File: config.mk
export PLATFORM = sky130hd
export DESIGN_NAME = alu_decode_issue
export DESIGN_NICKNAME = d
export VERILOG_FILES = /design/src/rtl/alu_pkg.sv /design/src/rtl/imm_gen.sv /design/src/rtl/alu_decode_issue.sv
export SDC_FILE = /design/constraint.sdc
export NUM_CORES = 1
export LEC_CHECK = 0
export BUFFER_PORTS_ARGS = -buffer_cell sky130_fd_sc_hd__buf_2
export CORE_MARGIN = 2
export CORE_UTILIZATION = 56
export CTS_BUF_LIST = sky130_fd_sc_hd__clkbuf_2
export CTS_CLUSTER_SIZE = 40
export DETAILED_ROUTE_END_ITERATION = 7
export MAX_ROUTING_LAYER = met4
export PLACE_DENSITY = 0.87
export SLEW_MARGIN = 20
export SYNTH_ARGS = -nofsm -noshare
export SYNTH_HDL_FRONTEND = slang
export SYNTH_SLANG_ARGS = --single-unit
File: constraint.sdc
create_clock -name i_clk -period 2.1 [get_ports i_clk]
set_clock_uncertainty 0.05 [all_clocks]
set_input_delay 0.42 -clock i_clk [delete_from_list [all_inputs] [get_ports i_clk]]
set_output_delay 0.42 -clock i_clk [all_outputs]
set_load 0.01 [all_outputs]
File: src/rtl/alu_pkg.sv
// Shared definitions for the decode/issue stage: ALU op codes, RV32I opcodes,
// immediate formats and the issued-command record.
package alu_pkg;

    localparam int XLEN = 32;

    typedef enum logic [3:0] {
        ALU_ADD  = 4'b0000,
        ALU_SUB  = 4'b0001,
        ALU_SLT  = 4'b0010,
        ALU_SLTU = 4'b0011,
        ALU_XOR  = 4'b0100,
        ALU_OR   = 4'b0101,
        ALU_AND  = 4'b0110,
        ALU_SLL  = 4'b0111,
        ALU_SRL  = 4'b1000,
        ALU_SRA  = 4'b1001,
        ALU_LUI  = 4'b1010
    } alu_op_e;

    localparam logic [6:0] OPC_OP     = 7'b0110011;
    localparam logic [6:0] OPC_OP_IMM = 7'b0010011;
    localparam logic [6:0] OPC_LOAD   = 7'b0000011;
    localparam logic [6:0] OPC_STORE  = 7'b0100011;
    localparam logic [6:0] OPC_BRANCH = 7'b1100011;
    localparam logic [6:0] OPC_LUI    = 7'b0110111;
    localparam logic [6:0] OPC_AUIPC  = 7'b0010111;
    localparam logic [6:0] OPC_JAL    = 7'b1101111;
    localparam logic [6:0] OPC_JALR   = 7'b1100111;

    typedef enum logic [2:0] {
        IMM_I    = 3'd0,
        IMM_S    = 3'd1,
        IMM_B    = 3'd2,
        IMM_U    = 3'd3,
        IMM_J    = 3'd4,
        IMM_NONE = 3'd5
    } imm_fmt_e;

    typedef struct packed {
        alu_op_e         alu_op;
        logic [XLEN-1:0] operand_a;
        logic [XLEN-1:0] operand_b;
        logic [XLEN-1:0] store_data;
        logic [4:0]      rd_addr;
        logic            rd_wren;
        logic            mem_rden;
        logic            mem_wren;
        logic            is_branch;
        logic            is_jump;
        logic            illegal;
        logic [2:0]      funct3;
        logic [XLEN-1:0] pc;
    } issue_cmd_t;

    // Register/immediate ALU op from funct3; the alternate-encoding bit is
    // honoured for SUB only on register ops, for SRA on both.
    function automatic alu_op_e f3_to_op(input logic [2:0] f3,
                                         input logic       sub_sel,
                                         input logic       sra_sel);
        alu_op_e op;
        case (f3)
            3'b000:  op = sub_sel ? ALU_SUB : ALU_ADD;
            3'b001:  op = ALU_SLL;
            3'b010:  op = ALU_SLT;
            3'b011:  op = ALU_SLTU;
            3'b100:  op = ALU_XOR;
            3'b101:  op = sra_sel ? ALU_SRA : ALU_SRL;
            3'b110:  op = ALU_OR;
            3'b111:  op = ALU_AND;
            default: op = ALU_ADD;
        endcase
        return op;
    endfunction

endpackage

File: src/rtl/imm_gen.sv
// Combinational RV32I immediate generator for the I/S/B/U/J formats.
module imm_gen
    import alu_pkg::*;
(
    input  logic [31:0]     instr_i,
    input  logic [2:0]      fmt_i,
    output logic [XLEN-1:0] imm_o
);

    // Select and sign-extend the immediate field for the requested format
    always_comb begin
        case (fmt_i)
            IMM_I:   imm_o = {{20{instr_i[31]}}, instr_i[31:20]};
            IMM_S:   imm_o = {{20{instr_i[31]}}, instr_i[31:25], instr_i[11:7]};
            IMM_B:   imm_o = {{19{instr_i[31]}}, instr_i[31], instr_i[7],
                              instr_i[30:25], instr_i[11:8], 1'b0};
            IMM_U:   imm_o = {instr_i[31:12], 12'h000};
            IMM_J:   imm_o = {{11{instr_i[31]}}, instr_i[31], instr_i[19:12],
                              instr_i[20], instr_i[30:21], 1'b0};
            default: imm_o = 32'h0000_0000;
        endcase
    end

endmodule

File: src/rtl/alu_decode_issue.sv
// RV32I decode/issue stage: decodes into an ALU command and issues it toward
// execute through a 2-entry skid buffer with a registered upstream ready.
module alu_decode_issue
    import alu_pkg::*;
(
    input  logic        i_clk,
    input  logic        i_reset,
    input  logic        i_valid,
    output logic        o_ready,
    input  logic [31:0] i_instr,
    input  logic [31:0] i_pc,
    output logic [4:0]  o_rs1Addr,
    output logic [4:0]  o_rs2Addr,
    input  logic [31:0] i_rs1Data,
    input  logic [31:0] i_rs2Data,
    input  logic        i_flush,
    output logic        o_valid,
    input  logic        i_ready,
    output logic [3:0]  o_aluOp,
    output logic [31:0] o_operandA,
    output logic [31:0] o_operandB,
    output logic [31:0] o_storeData,
    output logic [4:0]  o_rdAddr,
    output logic        o_rdWren,
    output logic        o_memRden,
    output logic        o_memWren,
    output logic        o_isBranch,
    output logic        o_isJump,
    output logic        o_illegal,
    output logic [2:0]  o_funct3,
    output logic [31:0] o_pc
);

    logic [6:0]  opcode_s;
    imm_fmt_e    imm_fmt_s;
    logic [31:0] imm_s;
    issue_cmd_t  dec_s;
    logic        accept_s;
    logic        drain_s;

    issue_cmd_t  main_q, main_d;
    issue_cmd_t  skid_q, skid_d;
    logic        main_vld_q, main_vld_d;
    logic        skid_vld_q, skid_vld_d;

    assign opcode_s  = i_instr[6:0];
    assign o_rs1Addr = i_instr[19:15];
    assign o_rs2Addr = i_instr[24:20];

    // Immediate format implied by the opcode
    always_comb begin
        case (opcode_s)
            OPC_OP_IMM, OPC_LOAD, OPC_JALR: imm_fmt_s = IMM_I;
            OPC_STORE:                      imm_fmt_s = IMM_S;
            OPC_BRANCH:                     imm_fmt_s = IMM_B;
            OPC_LUI, OPC_AUIPC:             imm_fmt_s = IMM_U;
            OPC_JAL:                        imm_fmt_s = IMM_J;
            default:                        imm_fmt_s = IMM_NONE;
        endcase
    end

    imm_gen u_imm_gen (
        .instr_i (i_instr),
        .fmt_i   (imm_fmt_s),
        .imm_o   (imm_s)
    );

    // Decode the incoming word into an ALU command record
    always_comb begin
        dec_s         = {$bits(issue_cmd_t){1'b0}};
        dec_s.alu_op  = ALU_ADD;
        dec_s.rd_addr = i_instr[11:7];
        dec_s.funct3  = i_instr[14:12];
        dec_s.pc      = i_pc;
        case (opcode_s)
            OPC_OP: begin
                dec_s.alu_op    = f3_to_op(i_instr[14:12], i_instr[30], i_instr[30]);
                dec_s.operand_a = i_rs1Data;
                dec_s.operand_b = i_rs2Data;
                dec_s.rd_wren   = 1'b1;
            end
            OPC_OP_IMM: begin
                dec_s.alu_op    = f3_to_op(i_instr[14:12], 1'b0, i_instr[30]);
                dec_s.operand_a = i_rs1Data;
                dec_s.operand_b = imm_s;
                dec_s.rd_wren   = 1'b1;
            end
            OPC_LOAD: begin
                dec_s.operand_a = i_rs1Data;
                dec_s.operand_b = imm_s;
                dec_s.mem_rden  = 1'b1;
                dec_s.rd_wren   = 1'b1;
            end
            OPC_STORE: begin
                dec_s.operand_a  = i_rs1Data;
                dec_s.operand_b  = imm_s;
                dec_s.store_data = i_rs2Data;
                dec_s.mem_wren   = 1'b1;
            end
            OPC_BRANCH: begin
                dec_s.alu_op    = ALU_SUB;
                dec_s.operand_a = i_rs1Data;
                dec_s.operand_b = i_rs2Data;
                dec_s.is_branch = 1'b1;
            end
            OPC_LUI: begin
                dec_s.alu_op    = ALU_LUI;
                dec_s.operand_b = imm_s;
                dec_s.rd_wren   = 1'b1;
            end
            OPC_AUIPC: begin
                dec_s.operand_a = i_pc;
                dec_s.operand_b = imm_s;
                dec_s.rd_wren   = 1'b1;
            end
            OPC_JAL, OPC_JALR: begin
                // Execute computes the link value; the target is resolved elsewhere
                dec_s.operand_a = i_pc;
                dec_s.operand_b = 32'h0000_0004;
                dec_s.is_jump   = 1'b1;
                dec_s.rd_wren   = 1'b1;
            end
            default: begin
                dec_s.illegal = 1'b1;
            end
        endcase
        dec_s.rd_wren = dec_s.rd_wren & (dec_s.rd_addr != 5'd0);
    end

    assign accept_s = i_valid & ~skid_vld_q;
    assign drain_s  = main_vld_q & i_ready;

    // Skid-buffer steering: main refills from skid first, then from upstream
    always_comb begin
        main_d     = main_q;
        main_vld_d = main_vld_q;
        skid_d     = skid_q;
        skid_vld_d = skid_vld_q;
        if (i_flush) begin
            main_vld_d = 1'b0;
            skid_vld_d = 1'b0;
        end else if (!main_vld_q || drain_s) begin
            if (skid_vld_q) begin
                main_d     = skid_q;
                main_vld_d = 1'b1;
                skid_vld_d = 1'b0;
            end else if (accept_s) begin
                main_d     = dec_s;
                main_vld_d = 1'b1;
            end else begin
                main_vld_d = 1'b0;
            end
        end else if (accept_s) begin
            skid_d     = dec_s;
            skid_vld_d = 1'b1;
        end else begin
            skid_vld_d = skid_vld_q;
        end
    end

    // Buffer state registers
    always_ff @(posedge i_clk) begin
        if (i_reset) begin
            main_q     <= {$bits(issue_cmd_t){1'b0}};
            skid_q     <= {$bits(issue_cmd_t){1'b0}};
            main_vld_q <= 1'b0;
            skid_vld_q <= 1'b0;
        end else begin
            main_q     <= main_d;
            skid_q     <= skid_d;
            main_vld_q <= main_vld_d;
            skid_vld_q <= skid_vld_d;
        end
    end

    assign o_ready     = ~skid_vld_q;
    assign o_valid     = main_vld_q;
    assign o_aluOp     = main_q.alu_op;
    assign o_operandA  = main_q.operand_a;
    assign o_operandB  = main_q.operand_b;
    assign o_storeData = main_q.store_data;
    assign o_rdAddr    = main_q.rd_addr;
    assign o_rdWren    = main_q.rd_wren;
    assign o_memRden   = main_q.mem_rden;
    assign o_memWren   = main_q.mem_wren;
    assign o_isBranch  = main_q.is_branch;
    assign o_isJump    = main_q.is_jump;
    assign o_illegal   = main_q.illegal;
    assign o_funct3    = main_q.funct3;
    assign o_pc        = main_q.pc;

endmodule
# ---- Yosys cells after proc, flatten, opt, wreduce, memory -nomap -nowiden
# Index checks and enable logic that the tools add are counted.
# W data, S select, Z words.
dict set report op_classes {
  mux 20
  mul 0
  shift 0
  reduce_logical 19
  add_sub_neg 0
  n_eq_ne 20
  n_div 0
  bitwise 6
  order_cmp 0
}
# cell count
set op_table {}
lappend op_table {{$mux W146} 2}
lappend op_table {{$pmux W32 S5} 1}
lappend op_table {{$pmux W32 S3} 1}
lappend op_table {{$pmux W32 S2} 1}
lappend op_table {{$pmux W4 S8} 2}
lappend op_table {{$mux W32} 1}
lappend op_table {{$eq A7 B6 Y1 const B} 3}
lappend op_table {{$eq A7 B7 Y1 const B} 3}
lappend op_table {{$pmux W4 S4} 1}
lappend op_table {{$eq A3 B3 Y1 const B} 5}
lappend op_table {{$pmux W3 S5} 1}
lappend op_table {{$eq A7 B5 Y1 const B} 2}
lappend op_table {{$eq A3 B2 Y1 const B} 4}
lappend op_table {{$mux W1} 10}
lappend op_table {{$reduce_or A5 Y1} 2}
lappend op_table {{$reduce_or A3 Y1} 3}
lappend op_table {{$reduce_or A9 Y1} 1}
lappend op_table {{$reduce_or A2 Y1} 4}
lappend op_table {{$eq A7 B2 Y1 const B} 1}
lappend op_table {{$reduce_or A7 Y1} 1}
lappend op_table {{$eq A3 B1 Y1 const B} 2}
lappend op_table {{$logic_not A3 Y1} 2}
lappend op_table {{$reduce_and A3 Y1} 2}
lappend op_table {{$reduce_bool A5 Y1} 1}
lappend op_table {{5 further kinds} 9}
dict set report totals {
  ram_bits 0
  rom_bits 0
  latchBits 0
  input_bits 133
  output_inout_bits 158
  register_bits 294
  memories 0
  wordCells 93
}

# ---- Longest topological paths before layout
# Gate-level depths: netlist (run 1).
dict set report logic_depth {
  depth_word 8
  mapped_depth 9
  depth_no_buf 5
}

# ---- Cells and area by module
# A second synthesis (run 1) with hierarchy kept.
dict set report unflattened {
  cells_unflattened 1536
  area_unflattened_um2 13259.0
}
# mod cells_each area_each_um2 seq_area_each_um2 instances
set by_module_without_submodules {}
lappend by_module_without_submodules {alu_decode_issue 1442 12718.4 5885.6 1}
lappend by_module_without_submodules {imm_gen 94 540.5 0.0 1}

# ---- Worst setup path before layout (run 1)
# No wires, ideal clock.
dict set report synth_path {
  kind {input to register}
  startpoint {in i_instr[1]}
  endpoint {reg main_q (netlist bit o_storeData[10])}
  setup_slack_ns 0.256
  path_buffers 4
  path_stages 9
  arrival_time_ns 1.675
  setup_time_ns 0.120
  path_cell_list {and3b_1 buf_6 and3_1 buf_6 and2_4 buf_6 buf_6 a221oi_2 nor2_1}
}
dict set report synth_via {
  elab_chain_cells 4
}
# item line_no
set synth_lines {}
lappend synth_lines {{start: declaration} alu_decode_issue.sv:10} ;# input logic [31:0] i_instr,
lappend synth_lines {{$eq A7 B6 Y1} alu_decode_issue.sv:75} ;# case (opcode_s)
lappend synth_lines {{$mux W32} alu_decode_issue.sv:75}
lappend synth_lines {{$mux W146} alu_decode_issue.sv:147} ;# end else if (accept_s) begin
lappend synth_lines {{$mux W146} alu_decode_issue.sv:143} ;# if (skid_vld_q) begin
lappend synth_lines {{end signal: assignment} alu_decode_issue.sv:164} ;# main_q <= {$bits(issue_cmd_t){1'b0}};
lappend synth_lines {{end signal: assignment} alu_decode_issue.sv:169} ;# main_q <= main_d;
lappend synth_lines {{end: declaration} alu_decode_issue.sv:41} ;# issue_cmd_t main_q, main_d;
# Every way passes these cells. The select of a mux whose other input is x is not followed.
# A chain may end at the register's enable or synchronous reset.

# ---- Worst setup path in the final report (run 1)
dict set report layout_path {
  startpoint {reg skid_vld_q}
  endpoint {out o_ready}
}
dict set report layout_via {
  elab_chain_cells 1
}
# item line_no
set layout_lines {}
lappend layout_lines {{start: declaration} alu_decode_issue.sv:44} ;# logic skid_vld_q, skid_vld_d;
lappend layout_lines {{start signal: assignment} alu_decode_issue.sv:172} ;# skid_vld_q <= skid_vld_d;
lappend layout_lines {{$not A1 Y1} alu_decode_issue.sv:176} ;# assign o_ready = ~skid_vld_q;
lappend layout_lines {{end: declaration} alu_decode_issue.sv:9} ;# output logic o_ready,
# Every way passes these cells.

==> results.sh, run 1 <==
export IMPL_port_buffers=290
export IMPL_wl_per_cell_um=20.39
export IMPL_synth_fp_nets=1613
export IMPL_clock_sinks=294
export IMPL_pre_cts_ws_ps=-50.74
export IMPL_start_util_pct=56.73
export IMPL_power_density_nw_per_um2=660.2
export IMPL_required_ps=1630
export IMPL_fill_cells=1570
export IMPL_setup_viol=0
export IMPL_use_met2_pct=61.93
export IMPL_crit_path_top_delay_cell="dfxtp_4"
export IMPL_critPathMaxStageDelay_ps=390
export IMPL_mostFrequentLayoutCells="dfxtp_1, buf_2, nand2_1"
export IMPL_dieArea_um2=24090
export IMPL_p_leak_nw=6.788
export IMPL_timing_hold_ws_ps=77.23
export IMPL_grt_pass1_vias=13769
export IMPL_synth_edf_count=0
export IMPL_finalHoldViolCount=0
export IMPL_gp_congestion=0.9621
export IMPL_area_growth_pct=31.04
export IMPL_tightest_slew_ps=651.4
export IMPL_design_area_um2=16780
export IMPL_antenna_found_initial=4
export IMPL_dr_pass1_iters=8
export IMPL_via_per_inst=6.298
export IMPL_yosysSeqAreaShare_pct=45.96
export IMPL_maxCapViolCount=0
export IMPL_met3_usage_pct=7.354
export IMPL_period_minus_slack_ps=2015
export IMPL_clkTransAtPathRegs_ps=120
export IMPL_yosysWarningCount=0
export IMPL_grt_pass1_wl_um=70170
export IMPL_drive_gt1_share_pct=28.03
export IMPL_drt_total_wl_um=45750
export IMPL_drt_iter0_drc=1554
export IMPL_worst_slack_ps=84.58
export IMPL_nets=2036
export IMPL_placed_cells=1982
export IMPL_crit_chain="inv_6 > buf_2"
export IMPL_slew_headroom_pct=56.42
export IMPL_chipWidth_um=155.2
export IMPL_fin_cells=2244
export IMPL_yosysUniqueCellTypes=65
export IMPL_r2r_slack_ps=110
export IMPL_endpoint_kind="output port"
export IMPL_core_area_um2=22570
export IMPL_gr_total_overflow=0
export IMPL_vias=14132
export IMPL_cts_buffers=73
export IMPL_final_common_cell="dfxtp_1"
export IMPL_fmax_mhz=496.2
export IMPL_async_reset_ff_share_pct=0
export IMPL_final_antenna_net_count=0
export IMPL_dpl_cell_area_um2=14790
export IMPL_gr_usage_all_layers_pct=37.11
export IMPL_h_tree_depth=3
export IMPL_irDropWorstVdd_v=0.0004294
export IMPL_synthCells=1480
export IMPL_post_route_drc_count=0
export IMPL_power_w=0.01108
export IMPL_hold_path_class="input port to flip-flop"
export IMPL_status="finished clean"
export IMPL_cts_tree="done"
export IMPL_syn_cell_area_um2=12800
export IMPL_report_final_slew_viol_count=0
export IMPL_worstSetupPathType="flip-flop to output port"
export IMPL_place_hpwl_um=27270
export IMPL_grtUsageMet1_pct=41.82
export IMPL_finalCritPeriodShare_pct=95.97
export IMPL_critPathArrivalTime_ps=1550
export IMPL_clockBufferDepth=3
export IMPL_syn_avg_cell_area_um2=8.652
export IMPL_pin_count=291
export IMPL_rsz0062_at_grt="false"
export IMPL_synth_ff_type="dfxtp_1"
export IMPL_synth_seq_cells=294
export IMPL_critPathMaxFanout=23
export IMPL_start_kind="flip-flop"
export IMPL_grt_max_degree=105
export IMPL_top_usage_layer="met2"
export IMPL_insertion_delay_ps=790
export IMPL_dieHeight_um=155.2
export IMPL_rows=55
export IMPL_clockRootBuffer="clkbuf_2"
-- power by group --
group / switching, W / total [W] / internal (W)
Combinational: 0.000829 / 0.00146 / 0.000634
Sequential: 0.0000890 / 0.00582 / 0.00573
Clock: 0.00230 / 0.00380 / 0.00150
-- sequential cells by signal (all words and copies together) (netlist names) --
register     cells
o_operandA      32
o_pc            32
o_illegal        1
skid_q         146
o_aluOp          4
o_memRden        1
o_rdWren         1
o_operandB      32
o_memWren        1
o_isBranch       1
o_rdAddr         5
skid_vld_q       1
o_funct3         3
o_valid          1
o_storeData     32
o_isJump         1
-- metal layers --
| metal | routed length (µm) | vias to the layer above | part of all wire (%) |
|---|---|---|---|
| met1 | 16750 | 6589 | 37 |
| met3 | 4455 | 217 | 9.7 |
| met2 | 22300 | 1002 | 49 |
| met5 | 0 | - | 0 |
| met4 | 2246 | 0 | 4.9 |
| li1 | - | 6324 | - |
-- through the flow --
step	TNS, ps	util, %
floorplan	0	-
global placement	-169.4	65.52
detailed placement	-436.9	65.52
CTS	0	74.07
global route	0	74.34
finish	0	74.34
-- worst paths after layout --
kind,end,cells past startpoint,from
max,o_ready,2,skid_vld_q$_SDFFE_PP0P_
min,o_valid$_SDFFE_PP0P_,4,i_valid
max reg2reg,o_operandB[22]$_SDFFE_PP0P_,9,skid_vld_q$_SDFFE_PP0P_
min reg2reg,skid_q[4]$_SDFFE_PP0P_,2,skid_q[4]$_SDFFE_PP0P_
-- synth_stat cells (5+ instances only) --
master,instances,area share [%]
a211oi_1,47,2.8
a21boi_0,13,0.76
a21o_1,5,0.29
a21oi_1,165,6.4
a221oi_1,35,2.4
a221oi_2,29,3.4
a22o_1,8,0.55
a22oi_1,49,2.9
a311oi_1,11,0.75
a31o_1,5,0.34
a32o_1,8,0.63
a32oi_1,14,0.96
and3_1,25,1.2
buf_1,11,0.32
buf_2,42,1.6
buf_4,14,0.82
buf_6,9,0.79
clkbuf_1,85,2.5
dfxtp_1,294,46
mux2i_1,42,3.3
nand2_1,190,5.6
nand2b_1,14,0.68
nand3_1,39,1.5
nor2_1,90,2.6
nor3_1,8,0.31
nor4_1,5,0.24
o21ai_0,104,4.1
o21ai_1,33,1.3
o22ai_1,22,1.1
or3_1,11,0.54
-- layout make-up --
cell class | instances | area [µm²] | area share, %
sequential | 294 | 5889 | 35.10
inverter | 6 | 27.53 | 0.1640
tap | 285 | 356.6 | 2.125
multi-input combinational | 1019 | 6161 | 36.72
clock inverter | 17 | 91.34 | 0.5443
timing repair buffer | 509 | 3694 | 22.01
clock buffer | 110 | 550.5 | 3.281
antenna | 4 | 10.01 | 0.05965
-- worst max-delay path, delay by kind of cell (launching register included) --
| kind | cells | cell delay, ps |
|---|---|---|
| buffers and inverters | 2 | 350 |
| flip-flops | 1 | 390 |
-- logic make-up after synthesis --
group                      count (synthesis)  synth area share (%)
buffers and inverters                    167                 6.244
and+or+nand+nor                          406                 14.33
AOI/OAI and AO/OA                        567                 29.87
DFF                                      294                 45.96
xor gates and xnor gates                   2                0.1368
adders and majority gates                  1               0.07817
muxes                                     43                 3.371
-- what timing repair did --
action | CTS | global route
cloned | 0 | 1
setup endpoints to repair | 1 | 16
resized for setup | 2 | 6
endpoints found under the hold margin | 265 | 0
pin swaps | 0 | 1
setup buffers | 2 | 2
hold buffers | 127 | 0
Note: power is estimated with default switching activity, not from simulation.
==> inputs of run 2 (changes only) <==
- MAX_ROUTING_LAYER: met4 -> default
==> run 2 against run 1 <==
- die area did not move
- wire length decreased by 2.7%
- non-clock buffer count shrank 18
- sequential power barely moved
- cell area down 1.3%
- clock power hardly changed
- first-iteration DRC count down 16%
- sequential share of layout area rose by 0.47 points
- core utilization down 0.98 points
- critical path type is now flip-flop to flip-flop
==> results.sh, run 2 (synthesis results as in run 1) <==
export IMPL_clockRootBuffer="clkbuf_2"
export IMPL_via_per_inst=6.202
export IMPL_grt_pass1_vias=13564
export IMPL_insertion_delay_ps=810
export IMPL_vias=13781
export IMPL_dieHeight_um=155.2
export IMPL_rows=55
export IMPL_status="finished clean"
export IMPL_worst_setup_path_startpoint="skid_vld_q$_SDFFE_PP0P_"
export IMPL_reg2reg_depth=9
export IMPL_fmax_mhz=499.7
export IMPL_start_kind="flip-flop"
export IMPL_worst_slack_ps=98.91
export IMPL_mostFrequentLayoutCells="dfxtp_1, buf_2, nand2_1"
export IMPL_gr_usage_all_layers_pct=35.36
export IMPL_antenna_found_initial=6
export IMPL_endpoint_kind="flip-flop"
export IMPL_final_antenna_net_count=0
export IMPL_power_density_nw_per_um2=664.6
export IMPL_slew_headroom_pct=43.37
export IMPL_p_leak_nw=6.681
export IMPL_critPathMaxFanout=11
export IMPL_fill_cells=1595
export IMPL_clockBufferDepth=3
export IMPL_start_util_pct=56.73
export IMPL_wl_per_cell_um=20.03
export IMPL_timing_rr_start="skid_vld_q$_SDFFE_PP0P_"
export IMPL_h_tree_depth=3
export IMPL_finalCritPeriodShare_pct=95.29
export IMPL_core_area_um2=22570
export IMPL_crit_end="o_operandB[22]$_SDFFE_PP0P_"
export IMPL_nets=2019
export IMPL_regToRegEndpoint="o_operandB[22]$_SDFFE_PP0P_"
export IMPL_pre_cts_ws_ps=-77.10
export IMPL_grt_pass1_wl_um=69160
export IMPL_grt_max_degree=126
export IMPL_port_buffers=290
export IMPL_drt_total_wl_um=44500
export IMPL_finalHoldViolCount=0
export IMPL_place_hpwl_um=26710
export IMPL_cts_buffers=74
export IMPL_r2r_slack_ps=100
export IMPL_worstSetupPathType="flip-flop to flip-flop"
export IMPL_final_core_util_pct=73.36
export IMPL_chipWidth_um=155.2
export IMPL_dr_pass1_iters=7
export IMPL_pin_count=291
export IMPL_irDropWorstVdd_v=0.0004478
export IMPL_required_ps=2700
export IMPL_cts_tree="done"
export IMPL_gr_total_overflow=0
export IMPL_largest_reg_flops=146
export IMPL_largest_register="skid_q"
export IMPL_drt_iter0_drc=1313
export IMPL_report_final_slew_viol_count=0
export IMPL_post_route_drc_count=0
export IMPL_final_common_cell="dfxtp_1"
export IMPL_dieArea_um2=24090
export IMPL_hold_path_class="input port to flip-flop"
export IMPL_maxCapViolCount=0
export IMPL_drive_gt1_share_pct=27.64
export IMPL_tightest_slew_ps=849.5
export IMPL_setup_viol=0
export IMPL_gp_congestion=0.9347
export IMPL_clock_sinks=294
export IMPL_critPathArrivalTime_ps=2610
export IMPL_period_minus_slack_ps=2001
export IMPL_clkTransAtPathRegs_ps=100
export IMPL_area_growth_pct=29.32
==> run 2: cell types whose count changed in the layout (fill, tap and decap cells not counted), moves of 2 or more <==
cell | previous run | this run
buf_12 | 19 | 16
dlygate4sd3_1 | 127 | 125
clkinv_1 | 14 | 6
buf_6 | 6 | 3
inv_2 | 3 | 5
buf_4 | 67 | 58
==> run 2: final cells by class <==
cell class | count | area, µm² | share of cell area [%]
inverters | 6 | 30.03 | 0.1813
multi-input cells | 1019 | 6157 | 37.18
well taps | 285 | 356.6 | 2.153
clock inverters | 12 | 76.32 | 0.4609
clock buffers | 110 | 550.5 | 3.325
flip-flops and latches | 294 | 5889 | 35.56
repair buffers | 491 | 3487 | 21.06
diodes | 5 | 12.51 | 0.07556
==> run 2: report_power, final <==
part | total [W] | internal, W | switching (W)
sequential | 0.00581 | 0.00573 | 0.0000860
clock | 0.00377 | 0.00149 | 0.00228
combinational | 0.00142 | 0.000613 | 0.000811
==> run 2: worst min path at each step <==
stage                          startpoint                           to  slack (ps)  depth (start not counted)
3_5_place_dp   o_operandB[0]$_SDFFE_PP0P_   o_operandB[0]$_SDFFE_PP0P_         400                          2
4_1_cts                        i_instr[3]  o_operandB[11]$_SDFFE_PP0P_          10                          5
6_report                          i_valid         o_valid$_SDFFE_PP0P_          70                          4
3_3_place_gp   o_operandB[0]$_SDFFE_PP0P_   o_operandB[0]$_SDFFE_PP0P_         390                          2
2_1_floorplan     skid_q[46]$_SDFFE_PP0P_      skid_q[46]$_SDFFE_PP0P_         380                          2
5_1_grt                           i_valid         o_valid$_SDFFE_PP0P_           6                          4
==> run 2: worst max-delay path, cell delays in order, from the launching register on <==
cell	delay, ps
dfxtp_4	380
buf_4	180
nor2_4	150
buf_4	150
nor4_2	40
buf_4	190
and2_1	140
buf_4	180
a32oi_1	250
o21ai_1	120
==> run 2: timing repair <==
item,in CTS,in global routing
endpoints found under the hold margin,266,0
resized for setup,3,3
hold buffers,125,0
buffers inserted,1,0
setup endpoints to repair,1,10
==> run 2: metal layers <==
metal / track usage [%] / up-vias / routed length (µm)
li1: - / 6278 / -
met1: 41.88 / 6433 / 16840
met2: 60.55 / 903 / 21480
met3: 7.604 / 165 / 4259
met4: 18.26 / 2 / 1918
met5: 0 / - / 7
==> run 2: stage by stage <==
stage	cells	total power (W)	hold WS (ps)	setup TNS [ps]	instance area [µm²]
after global routing	2221	0.01146	6.005	-9.949	16560
after detailed placement	1970	0.007118	396.2	-1001	14650
final	2222	0.01101	66.97	0	16560
after CTS	2217	0.01097	13.79	0	16530
after global placement	1970	0.007095	388.1	-40.36	14650
after floorplan	1480	0.006544	381.7	0	12800
==> inputs of run 3 (changes only) <==
- SETUP_SLACK_MARGIN: default -> 0.1
- TNS_END_PERCENT: default -> 5
==> run 3 against run 2 <==
- hold slack got worse by 2.3 ps
- flip-flop and latch count is the same
- via count up 0.12%
- fmax down 0.99%
- combinational power barely moved
- sequential power barely moved
- wire length rose by 0.31%
- cell area grew 0.30%
- clock-buffer cell count did not move
==> results.sh, run 3 (synthesis results as in run 1) <==
export IMPL_r2r_slack_ps=80
export IMPL_wl_per_cell_um=20.06
export IMPL_cts_tree="done"
export IMPL_finalHoldViolCount=0
export IMPL_regToRegEndpoint="o_operandB[22]$_SDFFE_PP0P_"
export IMPL_pin_count=291
export IMPL_h_tree_depth=3
export IMPL_finalCritPeriodShare_pct=96.25
export IMPL_dr_pass1_iters=6
export IMPL_insertion_delay_ps=810
export IMPL_final_antenna_net_count=0
export IMPL_drive_gt1_share_pct=27.84
export IMPL_clockRootBuffer="clkbuf_2"
export IMPL_hold_path_class="input port to flip-flop"
export IMPL_critPathMaxFanout=11
export IMPL_gr_total_overflow=0
export IMPL_placed_cells=1970
export IMPL_rsz0062_at_grt="true"
export IMPL_worstSetupPathType="flip-flop to flip-flop"
export IMPL_dieArea_um2=24090
export IMPL_core_area_um2=22570
export IMPL_start_util_pct=56.73
export IMPL_start_kind="flip-flop"
export IMPL_endpoint_kind="flip-flop"
export IMPL_critPathArrivalTime_ps=2610
export IMPL_final_common_cell="dfxtp_1"
export IMPL_post_route_drc_count=0
export IMPL_via_per_inst=6.201
export IMPL_rows=55
export IMPL_gp_congestion=0.9347
export IMPL_p_leak_nw=6.707
export IMPL_holdCritStartpoint="i_valid"
export IMPL_reg2reg_depth=9
export IMPL_antenna_found_initial=5
export IMPL_report_final_slew_viol_count=0
export IMPL_fmax_mhz=494.8
export IMPL_drt_total_wl_um=44640
export IMPL_mostFrequentLayoutCells="dfxtp_1, buf_2, nand2_1"
export IMPL_dieHeight_um=155.2
export IMPL_clock_sinks=294
export IMPL_drt_iter0_drc=1354
export IMPL_period_minus_slack_ps=2021
export IMPL_maxCapViolCount=0
export IMPL_status="finished clean"
export IMPL_place_hpwl_um=26710
export IMPL_grt_pass1_vias=13519
export IMPL_grt_max_degree=126
export IMPL_required_ps=2690
export IMPL_chipWidth_um=155.2
export IMPL_min_path_cells=4
export IMPL_tightest_slew_ps=891.9
export IMPL_irDropWorstVdd_v=0.0004454
export IMPL_timing_hold_ws_ps=64.64
export IMPL_area_growth_pct=29.71
export IMPL_largest_register="skid_q"
export IMPL_hold_path_endpoint="o_valid$_SDFFE_PP0P_"
export IMPL_clkTransAtPathRegs_ps=100
export IMPL_port_buffers=290
export IMPL_clockBufferDepth=3
export IMPL_setup_viol=0
export IMPL_cts_buffers=74
export IMPL_vias=13798
export IMPL_fin_cells=2225
export IMPL_nets=2023
export IMPL_power_density_nw_per_um2=663.5
export IMPL_gr_usage_all_layers_pct=35.73
export IMPL_slew_headroom_pct=40.54
export IMPL_grt_pass1_wl_um=69680
export IMPL_timing_rr_start="skid_vld_q$_SDFFE_PP0P_"
export IMPL_largest_reg_flops=146
[run 3: cell types whose count changed in the layout (fill, tap and decap cells not counted), sizes merged]
cell / before / now
buf: 366 / 370
diode: 5 / 4
[run 3: timing repair]
item | in CTS | in global routing
endpoints found under the hold margin | 266 | 0
gates cloned | 0 | 0
hold buffers | 125 | 0
setup endpoints to repair | 3 | 59
resized for setup | 6 | 5
pin swaps | 0 | 0
setup buffers | 4 | 0
[run 3: how the worst max path moves through the flow]
| stage | start | endpoint | slack (ps) | cells past startpoint |
|---|---|---|---|---|
| 2_1_floorplan | i_instr[1] | o_storeData[10]$_SDFFE_PP0P_ | 260 | 9 |
| 3_3_place_gp | i_instr[2] | o_operandB[17]$_SDFFE_PP0P_ | -10 | 7 |
| 3_5_place_dp | i_instr[4] | o_operandB[28]$_SDFFE_PP0P_ | -80 | 6 |
| 4_1_cts | skid_vld_q$_SDFFE_PP0P_ | o_ready | 70 | 3 |
| 5_1_grt | skid_vld_q$_SDFFE_PP0P_ | o_operandB[22]$_SDFFE_PP0P_ | 30 | 9 |
| 6_report | skid_vld_q$_SDFFE_PP0P_ | o_operandB[22]$_SDFFE_PP0P_ | 80 | 9 |
[run 3: power breakdown]
part / switching (W) / leakage (nW) / total (W) / internal, W
combinational: 0.000809 / 3.82 / 0.00142 / 0.000614
sequential: 0.0000858 / 2.39 / 0.00581 / 0.00573
clock: 0.00229 / 0.497 / 0.00378 / 0.00149
[run 3: routing by layer]
metal / track usage (%) / wire, µm / share of wire (%) / up-vias
met5: 0 / 7 / 0.016 / -
met4: 18.04 / 1978 / 4.4 / 2
met3: 7.604 / 4446 / 10 / 176
met2: 61.25 / 21570 / 48 / 942
met1: 42.48 / 16640 / 37 / 6392
li1: - / - / - / 6286
[run 3: cell type report]
type | count | area (µm²)
clock buffers | 110 | 550.5
fillers | 1587 | 5962
well taps | 285 | 356.6
multi-input cells | 1019 | 6162
clock inverters | 12 | 76.32
inverters | 6 | 30.03
repair buffers | 495 | 3535
diodes | 4 | 10.01
flip-flops and latches | 294 | 5889
[run 3: critical path: stages (launching register included)]
cell     delay, ps
dfxtp_4        380
buf_4          180
nor2_4         150
buf_4          150
nor4_2          40
buf_4          190
and2_1         140
buf_4          180
a32oi_1        260
o21ai_1        130
[run 3: through the flow]
step | total power (W) | util (%) | cell area, µm² | TNS, ps | setup WS [ps]
after detailed placement | 0.007118 | 64.90 | 14650 | -1001 | -77.10
after CTS | 0.01097 | 73.45 | 16580 | 0 | 72.43
after global routing | 0.01147 | 73.58 | 16610 | 0 | 26.95
final | 0.01102 | 73.59 | 16610 | 0 | 78.81
after global placement | 0.007095 | 64.90 | 14650 | -40.36 | -13.50
after floorplan | 0.006544 | - | 12800 | 0 | 255.5
